===== src/rtl/mips_mem_pkg.sv =====
`default_nettype none
// ============================================================================
// Module      : mips_mem_pkg
// Description : Shared store-size and drain-FSM encodings for the MEM-stage
//               store path.
// Revision    : 1.0  initial release
// ============================================================================
package mips_mem_pkg;

    localparam logic [1:0] SZ_BYTE = 2'b00;
    localparam logic [1:0] SZ_HALF = 2'b01;
    localparam logic [1:0] SZ_WORD = 2'b10;
    localparam logic [1:0] SZ_RSVD = 2'b11;

    typedef enum logic [0:0] {
        ST_IDLE = 1'b0,
        ST_REQ  = 1'b1
    } drain_state_e;

    typedef struct packed {
        logic [29:0] word_addr;
        logic [31:0] wdata;
        logic [3:0]  be;
    } sb_entry_t;

endpackage
`default_nettype wire


===== src/rtl/store_buffer_if.sv =====
`default_nettype none
// ============================================================================
// Module      : store_buffer_if
// Description : MEM-stage store port plus data-memory write port of the
//               store buffer.
// Revision    : 1.0  initial release
// ============================================================================
interface store_buffer_if #(
    parameter int CNT_W = 3
);
    logic             st_valid;
    logic             st_ready;
    logic [31:0]      st_addr;
    logic [31:0]      st_data;
    logic [1:0]       st_size;
    logic             misalign;
    logic             mem_req;
    logic             mem_ack;
    logic [31:0]      mem_addr;
    logic [31:0]      mem_wdata;
    logic [3:0]       mem_be;
    logic             empty;
    logic [CNT_W-1:0] count;

    modport master (
        output st_valid, st_addr, st_data, st_size, mem_ack,
        input  st_ready, misalign, mem_req, mem_addr, mem_wdata, mem_be,
               empty, count
    );

    modport slave (
        input  st_valid, st_addr, st_data, st_size, mem_ack,
        output st_ready, misalign, mem_req, mem_addr, mem_wdata, mem_be,
               empty, count
    );
endinterface
`default_nettype wire


===== src/rtl/store_lane_align.sv =====
`default_nettype none
// ============================================================================
// Module      : store_lane_align
// Description : Little-endian lane replication and byte-enable generation for
//               SB/SH/SW, with misalignment / reserved-size detection.
// Revision    : 1.0  initial release
// ============================================================================
module store_lane_align
    import mips_mem_pkg::*;
(
    input  wire logic [1:0]  st_addr,
    input  wire logic [1:0]  st_size,
    input  wire logic [31:0] st_data,
    output logic      [31:0] wdata,
    output logic      [3:0]  be,
    output logic             bad
);

    always_comb begin
        wdata = '0;
        be    = '0;
        bad   = 1'b0;
        case (st_size)
            SZ_BYTE: begin
                wdata = {4{st_data[7:0]}};
                be    = 4'b0001 << st_addr;
            end
            SZ_HALF: begin
                wdata = {2{st_data[15:0]}};
                be    = st_addr[1] ? 4'b1100 : 4'b0011;
                bad   = st_addr[0];
            end
            SZ_WORD: begin
                wdata = st_data;
                be    = 4'b1111;
                bad   = (st_addr != 2'b00);
            end
            default: bad = 1'b1;
        endcase
    end

endmodule
`default_nettype wire


===== src/rtl/store_buffer.sv =====
`default_nettype none
// ============================================================================
// Module      : store_buffer
// Description : Aligns MEM-stage stores, queues them in a small FIFO and
//               drains them to data memory over a req/ack handshake.
// Revision    : 1.0  initial release
// ============================================================================
module store_buffer
    import mips_mem_pkg::*;
#(
    parameter int DEPTH = 4,
    parameter int CNT_W = 3
) (
    input  wire logic      clk,
    input  wire logic      reset,
    store_buffer_if.slave  sb
);

    localparam int               PTR_W  = $clog2(DEPTH);
    localparam logic [CNT_W-1:0] C_FULL = CNT_W'(DEPTH);

    sb_entry_t        fifo_q [DEPTH];
    sb_entry_t        fifo_d [DEPTH];
    logic [PTR_W-1:0] wr_ptr_q, wr_ptr_d;
    logic [PTR_W-1:0] rd_ptr_q, rd_ptr_d;
    logic [CNT_W-1:0] count_q, count_d;
    logic             misalign_q, misalign_d;
    drain_state_e     state_q, state_d;
    sb_entry_t        out_q, out_d;

    logic [31:0] w_wdata;
    logic [3:0]  w_be;
    logic        w_bad;
    logic        w_ready;
    logic        w_take;
    logic        w_push;
    logic        w_pop;

    store_lane_align u_align (
        .st_addr (sb.st_addr[1:0]),
        .st_size (sb.st_size),
        .st_data (sb.st_data),
        .wdata   (w_wdata),
        .be      (w_be),
        .bad     (w_bad)
    );

    // Full blocks pushes even if the head retires this cycle.
    assign w_ready = (count_q != C_FULL);
    assign w_take  = sb.st_valid & w_ready;
    assign w_push  = w_take & ~w_bad;
    assign w_pop   = (state_q == ST_REQ) & sb.mem_ack;

    always_comb begin
        fifo_d     = fifo_q;
        wr_ptr_d   = wr_ptr_q;
        rd_ptr_d   = rd_ptr_q;
        count_d    = count_q;
        misalign_d = w_take & w_bad;
        if (w_push) begin
            fifo_d[wr_ptr_q] = '{word_addr: sb.st_addr[31:2], wdata: w_wdata, be: w_be};
            wr_ptr_d         = wr_ptr_q + PTR_W'(1);
        end
        if (w_pop) begin
            rd_ptr_d = rd_ptr_q + PTR_W'(1);
        end
        case ({w_push, w_pop})
            2'b10:   count_d = count_q + CNT_W'(1);
            2'b01:   count_d = count_q - CNT_W'(1);
            default: count_d = count_q;
        endcase
    end

    // Looking at the post-push count lets a store into an empty buffer
    // reach memory on the very next cycle.
    always_comb begin
        state_d = state_q;
        out_d   = out_q;
        case (state_q)
            ST_IDLE: if (count_d != '0) state_d = ST_REQ;
            ST_REQ:  if (w_pop && count_d == '0) state_d = ST_IDLE;
            default: state_d = ST_IDLE;
        endcase
        if (state_d == ST_REQ && (state_q == ST_IDLE || w_pop)) begin
            out_d = fifo_d[rd_ptr_d];
        end
    end

    always_ff @(posedge clk) begin
        if (reset) begin
            for (int i = 0; i < DEPTH; i++) fifo_q[i] <= '0;
            wr_ptr_q   <= '0;
            rd_ptr_q   <= '0;
            count_q    <= '0;
            misalign_q <= 1'b0;
            state_q    <= ST_IDLE;
            out_q      <= '0;
        end else begin
            fifo_q     <= fifo_d;
            wr_ptr_q   <= wr_ptr_d;
            rd_ptr_q   <= rd_ptr_d;
            count_q    <= count_d;
            misalign_q <= misalign_d;
            state_q    <= state_d;
            out_q      <= out_d;
        end
    end

    assign sb.st_ready  = w_ready;
    assign sb.misalign  = misalign_q;
    assign sb.mem_req   = (state_q == ST_REQ);
    assign sb.mem_addr  = {out_q.word_addr, 2'b00};
    assign sb.mem_wdata = out_q.wdata;
    assign sb.mem_be    = out_q.be;
    assign sb.empty     = (count_q == '0);
    assign sb.count     = count_q;

endmodule
`default_nettype wire

===== src/flat_wrapper.sv =====
// flat-port wrapper written by rule: the top's interface ports become plain ports
module store_buffer_flat import mips_mem_pkg::*;
#(
    parameter int DEPTH = 4,
    parameter int CNT_W = 3
)
  (clk, reset, sb_st_valid, sb_st_addr, sb_st_data, sb_st_size, sb_mem_ack, sb_st_ready, sb_misalign, sb_mem_req, sb_mem_addr, sb_mem_wdata, sb_mem_be, sb_empty, sb_count);
  store_buffer_if #(.CNT_W(CNT_W)) sb_i ();
  input  wire logic clk;
  input  wire logic reset;
  input wire logic [$bits(sb_i.st_valid)-1:0] sb_st_valid;
  input wire logic [$bits(sb_i.st_addr)-1:0] sb_st_addr;
  input wire logic [$bits(sb_i.st_data)-1:0] sb_st_data;
  input wire logic [$bits(sb_i.st_size)-1:0] sb_st_size;
  input wire logic [$bits(sb_i.mem_ack)-1:0] sb_mem_ack;
  output wire logic [$bits(sb_i.st_ready)-1:0] sb_st_ready;
  output wire logic [$bits(sb_i.misalign)-1:0] sb_misalign;
  output wire logic [$bits(sb_i.mem_req)-1:0] sb_mem_req;
  output wire logic [$bits(sb_i.mem_addr)-1:0] sb_mem_addr;
  output wire logic [$bits(sb_i.mem_wdata)-1:0] sb_mem_wdata;
  output wire logic [$bits(sb_i.mem_be)-1:0] sb_mem_be;
  output wire logic [$bits(sb_i.empty)-1:0] sb_empty;
  output wire logic [$bits(sb_i.count)-1:0] sb_count;
  assign sb_i.st_valid = sb_st_valid;
  assign sb_i.st_addr = sb_st_addr;
  assign sb_i.st_data = sb_st_data;
  assign sb_i.st_size = sb_st_size;
  assign sb_i.mem_ack = sb_mem_ack;
  assign sb_st_ready = sb_i.st_ready;
  assign sb_misalign = sb_i.misalign;
  assign sb_mem_req = sb_i.mem_req;
  assign sb_mem_addr = sb_i.mem_addr;
  assign sb_mem_wdata = sb_i.mem_wdata;
  assign sb_mem_be = sb_i.mem_be;
  assign sb_empty = sb_i.empty;
  assign sb_count = sb_i.count;
  store_buffer #(.DEPTH(DEPTH), .CNT_W(CNT_W)) u_core (.clk(clk), .reset(reset), .sb(sb_i));
endmodule

===== config.mk =====
export PLATFORM = sky130hd
export DESIGN_NAME = store_buffer_flat
export DESIGN_NICKNAME = d
export VERILOG_FILES = /design/src/rtl/mips_mem_pkg.sv /design/src/rtl/store_buffer_if.sv /design/src/rtl/store_lane_align.sv /design/src/rtl/store_buffer.sv /design/src/flat_wrapper.sv
export SDC_FILE = /design/constraint.sdc
export NUM_CORES = 1
export LEC_CHECK = 0
export CAP_MARGIN = 20
export CORE_MARGIN = 5
export CORE_UTILIZATION = 45
export CTS_CLUSTER_SIZE = 24
export DETAILED_ROUTE_END_ITERATION = 6
export SLEW_MARGIN = 20
export SYNTH_ARGS = -nofsm -noshare
export SYNTH_HDL_FRONTEND = slang
export SYNTH_HIERARCHICAL = 1
export SYNTH_SLANG_ARGS = --single-unit

===== constraint.sdc =====
create_clock -name clk -period 4.3 [get_ports clk]
set_input_delay 0.645 -clock clk [delete_from_list [all_inputs] [get_ports clk]]
set_output_delay 0.645 -clock clk [all_outputs]
set_load 0.005 [all_outputs]

==> results by stage <==
Synthesis:
- After synthesis, the largest family of logic cells by area is compound AO/OA/AOI/OAI gates.
- In this run the mean area of a mapped cell was 7.90 um2.
- The area fraction of the dominant cell type after synthesis is 0.428.
- The share of synthesized area spent on multiplexers is 0.00260.
- The xor and xnor area share after synthesis is 0.00276.
- The netlist area before placement is 0.0159 mm2.
- Synthesis produced a netlist whose cell count is 2,009.
- sky130_fd_sc_hd__dfxtp_1 takes more of the synthesized area than any other cell.
- Of the total synthesized cell area, the portion taken by AND, OR, NAND and NOR gates is 0.126.
- Counting flops with an async set or reset pin after synthesis yields a share of 0.
- The synthesized-area fraction occupied by ao, oa, aoi and oai cells is 0.356.
- The commonest register cell after synthesis is sky130_fd_sc_hd__dfxtp_1.
- The number of different library cells in the post-synthesis netlist is 47.
- Of the synthesized area, sequential elements account for 0.428.
- The number of flip-flops and latches in the synthesized netlist is between 300 and 400.
- The fraction of the mapped netlist area in adder cells is 0.00521.
- The synthesis warning total is 6.
- By area the synthesized netlist is led by sky130_fd_sc_hd__dfxtp_1 43%, sky130_fd_sc_hd__o211ai_1 12%, sky130_fd_sc_hd__a21oi_1 8.9%.
- Counting flops with a built-in enable in the synthesized netlist gives 0.

Finish:
- The most frequent standard cell in the layout excluding fill and tap cells is sky130_fd_sc_hd__dfxtp_1.
- With fillers left out, the area of the finished cells amounts to approximately 0.019 mm2.
- Relative to the synthesized area, the layout overhead comes to 19.4%.
- After filler insertion, the fill cell instance count of the layout stands at 3,315.
- Of the cells placed in the final design, the portion with a size suffix greater than 1 is 0.0854.
- The area of the multi-input gates is 0.00792 mm2.
- The number of antenna diodes in the final layout is 0.
- The sequential cells in the finished layout cover a total of 0.00679 mm2.
- The library cells used most frequently in the layout, excluding fill and tap cells, are 339 x sky130_fd_sc_hd__dfxtp_1, 282 x sky130_fd_sc_hd__a21oi_1, 277 x sky130_fd_sc_hd__nand2_1.
- After the last flow step, the layout net total stands at between 2,000 and 2,500.

Floorplan:
- The core outline area is ~0.035 mm2.
- The initial core utilization is 0.457.
- The number of rows created at floorplan is 68.
- The die area is 0.0391 mm2.
- The die height is 198 um.
- 145 I/O pins were placed.
- The die extent in x is 198 um.

Timing:
- Setup repair after global routing left no endpoint under its margin.
- Setup violations remaining at the end of the flow were counted as 0.
- The pin slew with the least headroom to its limit is 1050 ps.
- The share of the clock period used by the worst path is 0.897.
- Clock skew on the completed layout was measured at around 15 ps.
- The worst pin sits at a relative slew slack of 0.299.
- The number of failing hold endpoints at the final stage was 0.
- The clock period could shrink to 3860 ps.
- The final number of max-transition violations is 0.
- The top achievable clock speed is 259 MHz.

Place:
- The count of buffers added on input and output ports is between 100 and 150.
- Routability-driven placement finished with a final weighted congestion of 0.833.
- In this run the cell area measured after placement is about 0.018 mm2.
- The final HPWL from detailed placement is 31,200 um.

Clock network:
- The TritonCTS clock tree is built.
- Gates resized during post-CTS repair numbered 0.
- The setup fix buffers added after clock tree synthesis is 0.
- The largest buffer count on any clock path is 3.
- The clock-pin slew reported for the worst setup and hold paths after clock tree synthesis is 60 ps.
- For the worst-skew pair, the clock arrives at the later sink with an insertion delay of ~530 ps.
- After clock tree synthesis, the flow added hold-fix buffers numbering 0.
- The H-tree was split into 2 levels.
- The cell sitting at the root of the clock tree is a sky130_fd_sc_hd__clkbuf_16.
- TritonCTS created 38 clock buffers.
- The clock drives 339 sinks.

Pwr:
- Total power for the finished layout comes to 10.3 mW.
- The maximum vdd ir drop is around 0.32 mV.
- Cell internal power was estimated by the tool at 6.90 mW.
- The share of total power dissipated in sequential elements is 0.365.
- The part of the total power dissipated in combinational logic is 0.328.
- The net switching power is 3.41 mW.
- The static leakage power is between 6 and 7 nW.
- Of the total power, the share spent switching nets is 0.331.
- In this run the power density over the cells is ~540 mW/mm2.
- The clock power share is 0.307.

Setup path:
- STA classifies the critical path startpoint as an input port.
- Grouping stages by cell kind, the critical path spends the most delay in buffers and inverters.
- The data required time of the worst path is 4730 ps.
- The worst setup path is of the in -> reg kind.
- The arrival time at the worst endpoint is ~4300 ps.
- The count of buffering cells on the critical path with inverters included is 5.
- Of all nets on the critical path, the largest fanout is 32.
- Traced cell by cell, the critical path runs through clkdlybuf4s50_1 > o21ai_2 > a21oi_2 > and2b_1 > and2_1 > inv_1 > ha_1 > inv_1 > fa_1 > xor2_1 > or3_1 > a32oi_4 > buf_12 > buf_12 > nor2_1 > a211oi_1.
- The element type at the critical path end is a register.
- The slowest library cell on the worst path is sky130_fd_sc_hd__clkdlybuf4s50_1.
- In this design, the stage delay of the slowest critical-path cell is 610 ps.

Drt:
- The count of nets left with antenna violations once routing finished came out at 0.
- The number of DRC markers in iteration 0 is around 1,600.
- The detailed-route wire length is about 54,000 um.
- Using the TritonRoute via totals, the vias-per-cell ratio works out to 6.09.
- In the final routed layout, each cell accounts on average for 21.3 um.
- The first detailed-routing pass ran for 6 iterations.
- In the routed design, unresolved DRC markers number 0.
- The routed via count is 15,500.

Flow run:
- The max-capacitance violation count is 0.

GRT:
- The first global-routing pass estimated 84,700 um of wire.
- For this run, the total global-route usage over all layers was measured as 0.267.
- The total congestion overflow is 0.
- The number of antenna violations at the first check in global routing is 0.
- The largest net degree at the start of global routing is 161.
- The via count of the first global-routing pass is ~15,000.

Run status:
- The run finished with clean final reports.

Worst hold path:
- The worst hold path class is reg -> reg.
logic make-up (layout without fill, tap and decap cells):
kind of cell             after synthesis  in the layout
XOR/XNOR                               5              5
other                                  1              2
AO/OA/AOI/OAI                        914            914
buffers and inverters                281            355
multiplexers                           4              4
flip-flops                           339            339
AND/OR/NAND/NOR                      459            459
adder cells (fa/ha/maj)                6              6
stage by stage:
stage | worst slack, ps | std cells | hold WS (ps) | util | TNS (ps)
floorplan | 649 | 2010 | 469 | - | 0
global placement | -28.4 | 2471 | 484 | 0.511 | -324
detailed placement | -105 | 2471 | 492 | 0.511 | -2200
CTS | 428 | 2539 | 500 | 0.546 | 0
global route | 229 | 2539 | 510 | 0.546 | 0
finish | 441 | 2539 | 496 | 0.546 | 0
power groups by stage:
stage / clock, mW / combinational (mW) / sequential, mW
2_1_floorplan: 0 / 1.89 / 3.80
3_3_place_gp: 0 / 3.32 / 3.84
3_5_place_dp: 0 / 3.38 / 3.84
4_1_cts: 3.21 / 3.39 / 3.77
5_1_grt: 3.36 / 3.67 / 3.82
6_report: 3.16 / 3.38 / 3.77
worst min-delay path, cell delays in order (launching register included):
cell                      delay, ps
sky130_fd_sc_hd__dfxtp_1        290
sky130_fd_sc_hd__o21ai_0         90
sky130_fd_sc_hd__a21oi_1         70
per-layer routing:
layer / GRT usage / wire length (um) / vias up
li1: - / - / 7345
met5: 0 / 0 / -
met1: 0.366 / 23500 / 7493
met2: 0.443 / 26000 / 530
met4: 0.0755 / 1160 / 0
met3: 0.0352 / 3440 / 100
cells in the mapped netlist, drive strengths merged, types with 4 or more instances:
| library cell | number |
|---|---|
| nor2b | 12 |
| o21ai | 283 |
| a21oi | 283 |
| nand3 | 5 |
| ha | 5 |
| buf | 73 |
| dfxtp | 339 |
| nand3b | 4 |
| nand2 | 277 |
| and2 | 9 |
| nand4 | 66 |
| o211ai | 264 |
| a21o | 8 |
| nor2 | 80 |
| a211oi | 67 |
| inv | 77 |
| clkbuf | 131 |
final timing paths:
path / cells past startpoint / to / from / slack (ps)
setup / recovery: 16 / u_core/sb.mem_addr[6]$_SDFFE_PP0P_ / sb_st_size[1] / 440
hold / removal: 2 / u_core/fifo_q[156]$_SDFF_PP0_ / u_core/fifo_q[156]$_SDFF_PP0_ / 500
setup reg to reg: 14 / u_core/sb.mem_addr[6]$_SDFFE_PP0P_ / u_core/sb.count[2]$_SDFF_PP0_ / 900
hold reg to reg: 2 / u_core/fifo_q[156]$_SDFF_PP0_ / u_core/fifo_q[156]$_SDFF_PP0_ / 500
area by class of cell:
type | instances | share of cell area
clock buffer | 61 | 0.0596
clock inverter | 7 | 0.00337
timing repair buffer | 210 | 0.115
multi-input combinational | 1390 | 0.418
inverter | 77 | 0.0154
tap | 455 | 0.0301
sequential | 339 | 0.358
registers in the layout, summed over array words and instances (netlist names):
signal and cells:
u_core/fifo_q 264, u_core/rd_ptr_q 2, u_core/sb.count 3, u_core/sb.mem_addr 30, u_core/sb.mem_be 4, u_core/sb.mem_req 1, u_core/sb.mem_wdata 32, u_core/sb.misalign 1
u_core/wr_ptr_q 2
(Power assumes the default switching activity.)
